### config.mk
export PLATFORM = sky130hd
export DESIGN_NAME = apb4_master_bridge
export DESIGN_NICKNAME = d
export VERILOG_FILES = /design/src/rtl/apb4_pkg.sv /design/src/rtl/apb4_mst_wdog.sv /design/src/rtl/apb4_master_bridge.sv
export SDC_FILE = /design/constraint.sdc
export NUM_CORES = 1
export LEC_CHECK = 0
export BUFFER_PORTS_ARGS = -buffer_cell sky130_fd_sc_hd__buf_4
export CELL_PAD_IN_SITES_DETAIL_PLACEMENT = 1
export CELL_PAD_IN_SITES_GLOBAL_PLACEMENT = 2
export CORE_MARGIN = 1
export CORE_UTILIZATION = 30
export CTS_BUF_LIST = sky130_fd_sc_hd__clkbuf_8
export DETAILED_ROUTE_END_ITERATION = 8
export GPL_TIMING_DRIVEN = 0
export PLACE_DENSITY_LB_ADDON = 0.1
export SYNTH_ARGS = -nofsm -noshare
export SYNTH_HDL_FRONTEND = slang
export SYNTH_HIERARCHICAL = 1
export SYNTH_SLANG_ARGS = --single-unit
### constraint.sdc
create_clock -name pclk -period 2.8 [get_ports pclk]
set_clock_uncertainty 0.05 [all_clocks]
set_input_delay 0.14 -clock pclk [delete_from_list [all_inputs] [get_ports pclk]]
set_output_delay 0.14 -clock pclk [all_outputs]
set_load 0.02 [all_outputs]
### src/rtl/apb4_pkg.sv
// Shared APB4 definitions: FSM state encodings, PPROT bit positions and the
// default ACCESS watchdog limit. Used by both the initiator and completer blocks.
package apb4_pkg;

    typedef enum logic [1:0] {
        ST_IDLE   = 2'd0,
        ST_SETUP  = 2'd1,
        ST_ACCESS = 2'd2,
        ST_RESP   = 2'd3
    } apb4_state_e;

    // Bit positions inside PPROT
    localparam int unsigned PPROT_PRIV   = 0;
    localparam int unsigned PPROT_NONSEC = 1;
    localparam int unsigned PPROT_INSTR  = 2;

    localparam int unsigned PPROT_W = 3;
    localparam int unsigned DATA_W  = 32;
    localparam int unsigned STRB_W  = 4;

    localparam int unsigned TIMEOUT_CYC_DEFAULT = 256;

endpackage

### src/rtl/apb4_mst_wdog.sv
// ACCESS-phase watchdog for the APB4 initiator. The counter is cleared while the
// bus is in SETUP (i.e. on entry to ACCESS) and counts ACCESS cycles without
// pready. o_expire flags the cycle in which the limit is hit and pready is still
// low, so a pready arriving in that same cycle wins.
module apb4_mst_wdog
    import apb4_pkg::*;
#(
    parameter int unsigned TIMEOUT_CYC = TIMEOUT_CYC_DEFAULT
) (
    input  logic pclk,
    input  logic presetn,
    input  logic i_clr,
    input  logic i_en,
    input  logic i_pready,
    output logic o_expire
);

    localparam logic [15:0] Limit = 16'(TIMEOUT_CYC - 1);

    logic [15:0] r_count;

    // Count stalled ACCESS cycles since the last SETUP
    always_ff @(posedge pclk or negedge presetn) begin
        if (!presetn) begin
            r_count <= '0;
        end else if (i_clr) begin
            r_count <= '0;
        end else if (i_en && !i_pready) begin
            r_count <= r_count + 16'd1;
        end
    end

    assign o_expire = i_en && !i_pready && (r_count == Limit);

endmodule

### src/rtl/apb4_master_bridge.sv
// APB4 initiator bridge: one command on the valid/ready command channel becomes
// one APB4 SETUP/ACCESS transfer, and its result is returned on the response
// channel. Only one transfer is ever outstanding.
// Optional feature: define APB4_MST_TIMEOUT_EN to abort ACCESS phases that stall
// for TIMEOUT_CYC cycles (reported as rsp_err=1, rsp_timeout=1).
module apb4_master_bridge
    import apb4_pkg::*;
#(
    parameter int unsigned ADDRWIDTH   = 12,
    parameter int unsigned TIMEOUT_CYC = TIMEOUT_CYC_DEFAULT
) (
    input  logic                 pclk,
    input  logic                 presetn,
    // Command channel
    input  logic                 i_cmd_valid,
    output logic                 o_cmd_ready,
    input  logic                 i_cmd_write,
    input  logic [ADDRWIDTH-1:0] i_cmd_addr,
    input  logic [31:0]          i_cmd_wdata,
    input  logic [3:0]           i_cmd_strb,
    input  logic [2:0]           i_cmd_prot,
    // Response channel
    output logic                 o_rsp_valid,
    input  logic                 i_rsp_ready,
    output logic [31:0]          o_rsp_rdata,
    output logic                 o_rsp_err,
    output logic                 o_rsp_timeout,
    // APB4 requester interface
    output logic                 o_psel,
    output logic                 o_penable,
    output logic                 o_pwrite,
    output logic [ADDRWIDTH-1:0] o_paddr,
    output logic [31:0]          o_pwdata,
    output logic [3:0]           o_pstrb,
    output logic [2:0]           o_pprot,
    input  logic [31:0]          i_prdata,
    input  logic                 i_pready,
    input  logic                 i_pslverr
);

    apb4_state_e r_state;
    apb4_state_e w_state_next;

    logic                 w_accept;
    logic                 w_done;
    logic                 w_expire;

    logic [ADDRWIDTH-1:0] r_paddr;
    logic                 r_pwrite;
    logic [31:0]          r_pwdata;
    logic [3:0]           r_pstrb;
    logic [2:0]           r_pprot;

    logic [31:0]          r_rsp_rdata;
    logic                 r_rsp_err;
    logic                 r_rsp_timeout;

    assign w_accept = (r_state == ST_IDLE) && i_cmd_valid;
    // pready/pslverr/prdata only matter while in ACCESS
    assign w_done   = (r_state == ST_ACCESS) && i_pready;

`ifdef APB4_MST_TIMEOUT_EN
    logic w_wdog_clr;
    logic w_wdog_en;

    assign w_wdog_clr = (r_state == ST_SETUP);
    assign w_wdog_en  = (r_state == ST_ACCESS);

    apb4_mst_wdog #(
        .TIMEOUT_CYC (TIMEOUT_CYC)
    ) u_wdog (
        .pclk     (pclk),
        .presetn  (presetn),
        .i_clr    (w_wdog_clr),
        .i_en     (w_wdog_en),
        .i_pready (i_pready),
        .o_expire (w_expire)
    );
`else
    logic w_unused_timeout;

    assign w_expire         = 1'b0;
    assign w_unused_timeout = ^TIMEOUT_CYC;
`endif

    // Word alignment drops the byte offset
    logic w_unused_addr;
    assign w_unused_addr = ^i_cmd_addr[1:0];

    // FSM state register; async reset drops psel/penable immediately
    always_ff @(posedge pclk or negedge presetn) begin
        if (!presetn) begin
            r_state <= ST_IDLE;
        end else begin
            r_state <= w_state_next;
        end
    end

    // Next-state and state-decoded handshake/bus control outputs
    always_comb begin
        w_state_next = r_state;
        o_cmd_ready  = 1'b0;
        o_psel       = 1'b0;
        o_penable    = 1'b0;
        o_rsp_valid  = 1'b0;
        case (r_state)
            ST_IDLE: begin
                o_cmd_ready = 1'b1;
                if (i_cmd_valid) begin
                    w_state_next = ST_SETUP;
                end
            end
            ST_SETUP: begin
                o_psel       = 1'b1;
                w_state_next = ST_ACCESS;
            end
            ST_ACCESS: begin
                o_psel    = 1'b1;
                o_penable = 1'b1;
                if (i_pready || w_expire) begin
                    w_state_next = ST_RESP;
                end
            end
            ST_RESP: begin
                o_rsp_valid = 1'b1;
                if (i_rsp_ready) begin
                    w_state_next = ST_IDLE;
                end
            end
            default: begin
                w_state_next = ST_IDLE;
            end
        endcase
    end

    // Transfer attributes: captured on accept, held until the next accept
    always_ff @(posedge pclk or negedge presetn) begin
        if (!presetn) begin
            r_paddr  <= '0;
            r_pwrite <= 1'b0;
            r_pwdata <= '0;
            r_pstrb  <= '0;
            r_pprot  <= '0;
        end else if (w_accept) begin
            r_paddr  <= {i_cmd_addr[ADDRWIDTH-1:2], 2'b00};
            r_pwrite <= i_cmd_write;
            r_pwdata <= i_cmd_wdata;
            r_pstrb  <= i_cmd_write ? i_cmd_strb : 4'b0000;
            r_pprot  <= i_cmd_prot;
        end
    end

    // Response capture on completion or watchdog abort; held through RESP
    always_ff @(posedge pclk or negedge presetn) begin
        if (!presetn) begin
            r_rsp_rdata   <= '0;
            r_rsp_err     <= 1'b0;
            r_rsp_timeout <= 1'b0;
        end else if (w_done) begin
            r_rsp_rdata   <= r_pwrite ? 32'h0 : i_prdata;
            r_rsp_err     <= i_pslverr;
            r_rsp_timeout <= 1'b0;
        end else if ((r_state == ST_ACCESS) && w_expire) begin
            r_rsp_rdata   <= 32'h0;
            r_rsp_err     <= 1'b1;
            r_rsp_timeout <= 1'b1;
        end
    end

    assign o_pwrite      = r_pwrite;
    assign o_paddr       = r_paddr;
    assign o_pwdata      = r_pwdata;
    assign o_pstrb       = r_pstrb;
    assign o_pprot       = r_pprot;
    assign o_rsp_rdata   = r_rsp_rdata;
    assign o_rsp_err     = r_rsp_err;
    assign o_rsp_timeout = r_rsp_timeout;

endmodule

==> summary.md <==
The kind of end point of the critical path was a flop. Measured along the y axis, the die boundary spans 108 um. The number of diodes is 0, and the proportion of synthesized chip area in sequential cells is 0.630.

The tools report the global-route usage over all layers as 0.173. For the number of buffers created by CTS, the log shows 9. The combinational share of power was 0.499; the first-pass GRT wire length was 15.6 mm.

The area share of the largest cell type after synthesis came out at 0.630. Root buffer selected by CTS: sky130_fd_sc_hd__clkbuf_8. Area taken by flip-flops and latches: 0.00213 mm2. The longest clock path from root to sink contains 2 buffers. Yosys printed 6 warnings. Buffers placed on the I/O ports in this run total 174. In this run the count of I/O pins placed on the die edge is 180.

In the final routed layout, each cell accounts on average for 14.2 um. From left edge to right edge, the die measures 108 um. For the via count of the first global-routing pass, the log shows 3222. The most common cell in the netlist was sky130_fd_sc_hd__dfrtp_1. The final clock period utilization by the worst path works out to 0.670. The total number of placement rows was 38; the number of H-tree levels was 3. The insertion delay to the later sink of the worst-skew pair was 340 ps. The CTS clock-pin slew for the worst setup and hold paths works out to 90 ps. The basic-gate share of the synthesized area counting and, or, nand and nor cells was 0.107. The starting utilization of the core area came out at 0.310. The combined area of the multi-input logic cells is 0.00115 mm2, and the number of hold-slack violations in the final timing report is 0.

Number of max-slew violations in the final report: 0. For the final routed database, the setup TNS stands at 0 ps. At the pin with the least slew margin, the transition time is 1100 ps. The mean instance size in the synthesized netlist works out to 12.4 um2. The run gives 0.0117 mm2 as the die outline area.

The tools report the maximum number of pins on one net before global-route repair as 86. The area share of xor/xnor cells in the synthesized design works out to 0. TritonCTS built the clock tree.

Leaving out filler cells and counting taps, the final layout contains 683. The tools report the type of origin of the critical path as a flop. The part of the total power dissipated in the clock network is 0.156, and the arrival time of data at the critical path endpoint is 2060 ps.

After global routing the overflow that remains totals 0. After detailed placement, the design holds a cell count of 589. The critical path in this run is classified as flop to flop. The startpoint of the worst setup timing path was r_state[0]$_DFFE_PN0P_. The total power was 6.22 mW. The run gives 6 as the detailed-routing iteration count for the pre-antenna-repair pass. Setup repair after global routing left no endpoint under its margin.

The fraction of registers with async set or reset after synthesis was 1.00; the number of vias after detailed routing was 2961. The number of nets still failing antenna checks after routing is 0. The via count normalized by instance count works out to 4.34.

Switching part of the total power: 0.383. The total of cells resized after clock tree synthesis came out at 0. The logs give 2.38 mW for the switching power of the nets and 16 for the count of cell types in the netlist. The commonest cells after synthesis are sky130_fd_sc_hd__dfrtp_1 (85), sky130_fd_sc_hd__mux2_2 (47), sky130_fd_sc_hd__nand2_1 (42).

After synthesis, the largest family of logic cells by area is multiplexers. The layout overhead on the synthesized area was 73.9%. The leakage power of the design was 2.86 nW; the TritonCTS sink count was 85.

The run finished with clean final reports. The compound-cell area share of the yosys netlist works out to 0.0563. The class of the most critical hold timing path is primary input to flop.

The share of layout cells above drive strength 1 is 0.451, and the cell internal power dissipation is 3.84 mW. The run gives 0 as the DRC violation count after routing. STA puts the critical path data required time at 2990 ps. Detailed placement ended at an HPWL of 6.68 mm.

In this run, synthesis inferred 0 flip-flops with an integrated enable. The worst hold path begins at i_cmd_write. On the final layout, the worst hold slack is 21.5 ps. Static timing analysis puts the maximum clock frequency at 533 MHz. The congestion estimate from routability-driven global placement came to 0.704. In the post-synthesis netlist, the biggest area contributors are sky130_fd_sc_hd__dfrtp_1 (63%), sky130_fd_sc_hd__mux2_2 (16%), sky130_fd_sc_hd__nand2b_1 (5.9%). Setup violations remaining at the end of the flow were counted as 0. VDD sags by at most 0.576 mV. The total length of routed wires was 9.73 mm; the adder-cell area share of the yosys netlist was 0.0111.

Number of filler cells placed in the layout: 1174. The reg-to-reg startpoint was r_state[0]$_DFFE_PN0P_. The synthesized flop and latch total is 85, and the core area is 0.0109 mm2.

In this run the worst path has a maximum fanout of 10. The worst slew margin relative to its limit is 0.269. For the finished layout, the period the worst path requires is 1880 ps.

Summed over all instances, the cell type with the most area after synthesis is sky130_fd_sc_hd__dfrtp_1. For this design the ratio of total power to cell area is 1060 mW/mm2. The sequential share of power came out at 0.345.

The number of standard cells after synthesis was 273; the post-layout net count was 631. The most used flip-flop cell after synthesis is sky130_fd_sc_hd__dfrtp_1. The DRC violation total after the first TritonRoute iteration is 78, and the final core utilization is 0.539. After synthesis the cells add up to 0.00338 mm2.

The proportion of synthesized area in mux cells is 0.163, and the number of antenna violations at the first check in global routing is 0. The tool flagged a number of max-cap violations equal to 0.
-- placed cells by master, fill, tap and decap left out --
cell                            count
sky130_fd_sc_hd__mux2_2            47
sky130_fd_sc_hd__buf_4            177
sky130_fd_sc_hd__nor2_1             1
sky130_fd_sc_hd__clkbuf_1           8
sky130_fd_sc_hd__ha_1               3
sky130_fd_sc_hd__clkinv_4           1
sky130_fd_sc_hd__o21ai_0           36
sky130_fd_sc_hd__bufinv_16          2
sky130_fd_sc_hd__buf_1              1
sky130_fd_sc_hd__mux2_1             1
sky130_fd_sc_hd__a222oi_1           1
sky130_fd_sc_hd__dlygate4sd3_1     78
sky130_fd_sc_hd__nand2b_1          32
sky130_fd_sc_hd__dfrtp_1           85
sky130_fd_sc_hd__clkinvlp_4         2
sky130_fd_sc_hd__buf_2              6
sky130_fd_sc_hd__nand2_1           42
sky130_fd_sc_hd__mux2i_1            1
sky130_fd_sc_hd__clkbuf_8          10
sky130_fd_sc_hd__conb_1             3
sky130_fd_sc_hd__inv_1              6
-- worst max-delay path: stages (launching register included) --
cell                      delay (ps)
sky130_fd_sc_hd__dfrtp_1         370
sky130_fd_sc_hd__inv_1            80
sky130_fd_sc_hd__ha_1            250
sky130_fd_sc_hd__nand2_1         320
sky130_fd_sc_hd__buf_2           330
sky130_fd_sc_hd__mux2_2          370
-- area by class of cell --
class,count,share of cell area
flip-flops and latches,85,0.362
repair buffers,252,0.355
multi-input cells,167,0.196
well taps,140,0.0298
clock buffers,10,0.0234
clock inverters,6,0.0149
plain buffers,18,0.0147
inverters,5,0.00320
-- metal layers --
layer	share of wire	up-vias	GRT usage
met5	0	-	0
met4	0.012	0	0.0568
met3	0.060	9	0.0452
met2	0.52	93	0.304
met1	0.41	1436	0.203
li1	-	1423	-
-- per-stage QoR --
step           setup WS (ps)  instance area, um2
3_5_place_dp             894                4860
4_1_cts                  873                5870
5_1_grt                  755                5870
3_3_place_gp             942                4860
2_1_floorplan           1130                3380
6_report                 924                5870
-- power by group through the flow --
| stage | Combinational [mW] | Sequential, mW | Clock, mW |
|---|---|---|---|
| floorplan | 0.980 | 2.85 | 0 |
| global placement | 3.00 | 2.13 | 0 |
| detailed placement | 3.06 | 2.17 | 0 |
| CTS | 3.15 | 2.15 | 1.02 |
| global route | 3.36 | 2.22 | 1.05 |
| finish | 3.10 | 2.14 | 0.970 |
-- cells by family after synthesis --
| group | after synthesis |
|---|---|
| simple gates | 75 |
| flops | 85 |
| other cells | 1 |
| mux | 49 |
| compound gates | 37 |
| fa+ha+maj | 3 |
| buf+inv | 23 |
-- flip-flops by register name, indices dropped and copies added (netlist names) --
| name | cells |
|---|---|
| o_pwdata | 32 |
| o_rsp_rdata | 32 |
| o_paddr | 10 |
| o_pstrb | 4 |
| o_pprot | 3 |
| r_state | 2 |
| o_pwrite | 1 |
| o_rsp_err | 1 |
-- path summary, 6_finish.rpt --
kind / to / slack [ps] / cells past startpoint
setup / recovery: o_pwdata[23]$_DFFE_PN0P_ / 920 / 5
min in group asynchronous: o_rsp_rdata[17]$_DFFE_PN0P_ / 480 / 2
hold / removal: o_pstrb[0]$_DFFE_PN0P_ / 20 / 3
setup reg to reg: o_pwdata[23]$_DFFE_PN0P_ / 920 / 5
max in group asynchronous: o_pwdata[14]$_DFFE_PN0P_ / 1510 / 2
hold reg to reg: o_rsp_rdata[23]$_DFFE_PN0P_ / 440 / 2
-- what timing repair did --
item                                   4_1_cts  5_1_grt
setup buffers                                0        0
endpoints found under the hold margin      162        0
hold buffers                                78        0
(Power assumes the default switching activity.)
